--- config.mk ---
export PLATFORM = sky130hd
export DESIGN_NAME = sa_fifo_loader
export DESIGN_NICKNAME = d
export VERILOG_FILES = /design/src/rtl/sa_fifo_loader.sv
export SDC_FILE = /design/constraint.sdc
export NUM_CORES = 1
export LEC_CHECK = 0
export BUFFER_PORTS_ARGS = -buffer_cell sky130_fd_sc_hd__buf_2
export CAP_MARGIN = 20
export CORE_UTILIZATION = 30
export DETAILED_ROUTE_END_ITERATION = 16
export SLEW_MARGIN = 10
export SYNTH_ARGS = -nofsm -noshare
export SYNTH_HDL_FRONTEND = slang
export SYNTH_SLANG_ARGS = --single-unit
export TNS_END_PERCENT = 10
--- constraint.sdc ---
create_clock -name CLK -period 1.7 [get_ports CLK]
set_clock_uncertainty 0.05 [all_clocks]
set_input_delay 0.255 -clock CLK [delete_from_list [all_inputs] [get_ports CLK]]
set_output_delay 0.255 -clock CLK [all_outputs]
set_load 0.02 [all_outputs]
--- src/rtl/sa_fifo_loader.sv ---
// -----------------------------------------------------------------------------
// sa_fifo_loader
//
// Upstream control stage for the systolic-array input FIFO. Collects exactly
// array_dim rows from the operand buffer over a valid/ready handshake and
// presents each one to the FIFO with a load strobe. When the tile is complete
// it waits for start, then issues array_dim stallable shift strobes to stream
// the rows into the array, pulses done for one cycle and re-arms.
//
// Ports
//   CLK          clock
//   nRST         asynchronous active-low reset
//   row_valid    upstream row available
//   row_data     one matrix row, element 0 in bits [data_w-1:0]
//   row_ready    loader accepts a row this cycle (decoded from state/count)
//   start        array controller requests streaming of the loaded tile
//   stall        array back-pressure, suppresses shift while high
//   abort        synchronous tile cancel, returns to LOAD
//   load         FIFO load strobe (registered)
//   shift        FIFO shift strobe (registered)
//   load_values  row presented to the FIFO with load (registered)
//   armed        tile fully loaded, awaiting start
//   done         one-cycle pulse the cycle after the final shift is visible
// -----------------------------------------------------------------------------
module sa_fifo_loader #(
    parameter int array_dim = 4,
    parameter int data_w    = 16
) (
    input  logic                          CLK,
    input  logic                          nRST,
    input  logic                          row_valid,
    input  logic [data_w*array_dim-1:0]   row_data,
    output logic                          row_ready,
    input  logic                          start,
    input  logic                          stall,
    input  logic                          abort,
    output logic                          load,
    output logic                          shift,
    output logic [data_w*array_dim-1:0]   load_values,
    output logic                          armed,
    output logic                          done
);

    localparam int CNT_W = $clog2(array_dim + 1);
    localparam logic [CNT_W-1:0] DIM_C  = CNT_W'(array_dim);
    localparam logic [CNT_W-1:0] ONE_C  = CNT_W'(1);
    localparam logic [CNT_W-1:0] ZERO_C = CNT_W'(0);

    typedef enum logic [1:0] {
        ST_LOAD  = 2'd0,
        ST_ARMED = 2'd1,
        ST_SHIFT = 2'd2,
        ST_DONE  = 2'd3
    } state_t;

    state_t                         state_r;
    logic [CNT_W-1:0]               row_cnt_r;
    logic [CNT_W-1:0]               shift_cnt_r;
    logic                           load_r;
    logic                           shift_r;
    logic                           done_r;
    logic [data_w*array_dim-1:0]    load_values_r;

    logic                           row_ready_s;
    logic                           fire_s;
    logic                           armed_s;

    // Handshake decode: ready depends only on state and row count, never on valid.
    always_comb begin
        row_ready_s = 1'b0;
        armed_s     = 1'b0;
        if (state_r == ST_LOAD) begin
            row_ready_s = (row_cnt_r < DIM_C);
        end else begin
            row_ready_s = 1'b0;
        end
        if (state_r == ST_ARMED) begin
            armed_s = 1'b1;
        end else begin
            armed_s = 1'b0;
        end
        fire_s = row_valid & row_ready_s;
    end

    // Tile sequencer: state, counters and all registered strobes.
    always_ff @(posedge CLK or negedge nRST) begin
        if (!nRST) begin
            state_r       <= ST_LOAD;
            row_cnt_r     <= ZERO_C;
            shift_cnt_r   <= ZERO_C;
            load_r        <= 1'b0;
            shift_r       <= 1'b0;
            done_r        <= 1'b0;
            load_values_r <= '0;
        end else begin
            // Strobes are single-cycle unless re-asserted below.
            load_r  <= 1'b0;
            shift_r <= 1'b0;
            done_r  <= 1'b0;
            if (abort) begin
                // A row handshaked alongside abort is dropped; FIFO contents stay.
                state_r     <= ST_LOAD;
                row_cnt_r   <= ZERO_C;
                shift_cnt_r <= ZERO_C;
            end else begin
                case (state_r)
                    ST_LOAD: begin
                        if (fire_s) begin
                            load_r        <= 1'b1;
                            load_values_r <= row_data;
                            if (row_cnt_r == (DIM_C - ONE_C)) begin
                                state_r   <= ST_ARMED;
                                row_cnt_r <= ZERO_C;
                            end else begin
                                row_cnt_r <= row_cnt_r + ONE_C;
                            end
                        end else begin
                            row_cnt_r <= row_cnt_r;
                        end
                    end
                    ST_ARMED: begin
                        if (start) begin
                            state_r <= ST_SHIFT;
                        end else begin
                            state_r <= ST_ARMED;
                        end
                    end
                    ST_SHIFT: begin
                        // Leave only once the last shift strobe is already on the
                        // output, so done lands on the cycle after it.
                        if (shift_cnt_r == DIM_C) begin
                            state_r     <= ST_DONE;
                            shift_cnt_r <= ZERO_C;
                            done_r      <= 1'b1;
                        end else if (!stall) begin
                            shift_r     <= 1'b1;
                            shift_cnt_r <= shift_cnt_r + ONE_C;
                        end else begin
                            shift_cnt_r <= shift_cnt_r;
                        end
                    end
                    ST_DONE: begin
                        state_r     <= ST_LOAD;
                        row_cnt_r   <= ZERO_C;
                        shift_cnt_r <= ZERO_C;
                    end
                    default: begin
                        state_r     <= ST_LOAD;
                        row_cnt_r   <= ZERO_C;
                        shift_cnt_r <= ZERO_C;
                    end
                endcase
            end
        end
    end

    assign row_ready   = row_ready_s;
    assign armed       = armed_s;
    assign load        = load_r;
    assign shift       = shift_r;
    assign done        = done_r;
    assign load_values = load_values_r;

endmodule
==> summary.txt <==
number of standard cells in the final layout excluding fillers: 488
asr flop ratio synth: 100%
Max FO, Critical Path: 7
gpl congestion: 0.715
Cell variety after synth: 28
DRC: 0
endpoint type of the worst setup path: flip-flop
cell type contributing the most total cell area after synthesis: dfrtp_1
CTS tree: done
die outline height: 105 microns
starting utilization of the core area: 31.0%
total clock sinks: 75
overall routing resource usage: 12.1%
top cells by instance count after synthesis: 75 x dfrtp_1, 49 x mux2_4, 16 x mux2_2
total CTS buffers: 9
number of H-tree levels: 3
width of the die: 105 microns
WS Path Type: reg -> reg
Avg Synthesized Cell Area: 17.0 sq um
number of endpoints failing setup at the final stage: 0
top achievable clock speed: 602 MHz
post-layout min period: 1660 ps
first-pass GRT wire length: 10400 microns
most instantiated library cell after synthesis: dfrtp_1
worst min path class: in -> reg
pre-CTS setup slack: -41.5 ps
initial antenna violation count: 0
CTS max path bufs: 2
# IOs: 139
Area after DPL: 4040 sq um
MaxCap Viol Count: 0
clock input transition at the sequential cells of the worst setup and hold paths: 90 ps
top post-synthesis cells by area: dfrtp_1 59%, mux2_4 23%, mux2_2 5.6%
data required time at the worst endpoint: 1880 ps
vias post-DR: 2080
Final Slew Violations: 0
slew at the pin closest to its max-slew limit: 340 ps
post-layout instance area: 4490 sq um
IO Port Bufs: 138
fraction of post-synthesis cell area in the top cell type by area: 58.6%
commonest register cell after synthesis: dfrtp_1
area of the core: 10300 sq um
hold violation count in the final report: 0
Vias/cell: 4.26
Power Density: 1090 nW/um^2
pin count of the biggest net entering global routing: 35
number of flip-flops and latches in the synthesized netlist: 75
number of search-and-repair iterations in the first detailed-routing pass: 4
share of post-route cells with drive strength above 1: 68.5%
Layout area overhead: 40.4%
IR drop worst, VDD: 0.503 mV
sum of routed wire length over all layers: 6860 microns
Static Leak: 2.28 nW
number of violations reported at the end of detailed-routing iteration 0: 95
layout filler cell count: 981
share of the core filled with cells: 43.5%
Max transition margin: 77.4%
clock latency reported for the late side of the worst-skew pair: 340 ps
yosys warns: 0
Die Area: 11100 sq um
launching element type of the critical path: flip-flop
cells after synthesis: 188
via count of the first global-routing pass: 2103
unrepaired setup endpoints after global routing: true
final period utilization: 97.8%
half-perimeter wire length of the detailed placement result: 4650 microns
row count: 37
global route overflow: 0
Antenna Cells: 0
Placed Instances: 463
data arrival time at the worst-slack endpoint: 1840 ps
min setup slack post-route: 37.6 ps
share of the yosys chip area belonging to registers: 58.6%
detailed-route wire length per cell: 14.1 microns
outcome: finished clean
Layout Nets: 420
Root Driver: clkbuf_8
total power of the final layout: 0.00488 W
net count of the mapped netlist: 261
number of enable flip-flop cells after synthesis: 0
count of nets left with antenna violations after detail routing: 0
area of the mapped netlist: 3200 sq um
## final timing paths
path,startpoint,to,slack (ps),cells past startpoint
max,row_cnt_r[2],load_values[36],40,6
min,row_data[1],load_values[1],80,2
max reg2reg,row_cnt_r[2],load_values[36],40,6
min reg2reg,load_values[56],load_values[56],460,1
max in group asynchronous,nRST,load_values[51],740,3
min in group asynchronous,nRST,load_values[52],300,2
## layout make-up
| type | instances | area (sq um) | share of cell area (%) |
|---|---|---|---|
| Clock buffer | 9 | 124 | 2.76 |
| Clock inverter | 7 | 83.8 | 1.87 |
| Inverter | 2 | 7.51 | 0.167 |
| Multi-Input combinational cell | 102 | 1220 | 27.3 |
| Sequential cell | 75 | 1880 | 41.8 |
| Tap cell | 136 | 170 | 3.79 |
| Timing Repair Buffer | 157 | 1010 | 22.4 |
## where the power goes
part | total (W) | switching, W | internal (W)
Sequential | 0.00217 | 0.000137 | 0.00204
Combinational | 0.00128 | 0.000628 | 0.000652
Clock | 0.00143 | 0.000723 | 0.000704
Total | 0.00488 | 0.00149 | 0.00339
## per-layer routing
layer / part of all wire [%] / GRT usage (%) / vias up
li1: - / - / 975
met4: 1.0 / 4.43 / 0
met2: 48 / 18.4 / 76
met5: 0 / 0 / -
met1: 44 / 15.7 / 1021
met3: 6.5 / 4.51 / 8
## registers in the layout, indices dropped and copies added (netlist names)
name and cells:
shift_cnt_r 3, row_cnt_r 3, done 1, load_values 64
shift 1, state_r 2, load 1
## cell usage in the layout, fill, tap and decap left out, types with 3 or more instances in the layout
| cell type | n |
|---|---|
| buf_4 | 7 |
| buf_2 | 137 |
| ha_1 | 3 |
| dfrtp_1 | 75 |
| buf_12 | 4 |
| a21oi_1 | 7 |
| clkbuf_8 | 9 |
| clkbuf_16 | 4 |
| mux2_4 | 63 |
| nor2_1 | 3 |
| nand2_1 | 4 |
## cells by family after synthesis
group | after synthesis | share of synthesized area, %
flip-flops | 75 | 58.6
AO/OA/AOI/OAI | 11 | 1.99
multiplexers | 66 | 28.9
buffers and inverters | 11 | 4.81
adder cells (fa/ha/maj) | 3 | 1.17
AND/OR/NAND/NOR | 22 | 4.46
## metrics by stage
stage | hold slack, ps | TNS, ps
floorplan | -90.6 | -6990
global placement | 135 | -193
detailed placement | 139 | -449
CTS | 52.9 | 0
global route | 42.7 | -1800
finish | 81.3 | 0
## worst max-delay path, stage by stage (launching register included)
cell and delay (ps):
dfrtp_1 430, nor3_4 210, nand2_2 90, nor2_4 130, buf_12 170, clkbuf_16 170, mux2_4 300
## repair_timing
item / 4_1_cts / 5_1_grt
gates resized for setup: 0 / 21
pin swaps: 1 / 3
gates cloned: 0 / 5
hold buffers: 1 / 0
endpoints found under the setup margin: 36 / 54
hold endpoints to repair: 24 / 0
buffers inserted: 2 / 1
Power figures use the tool's default switching activity.
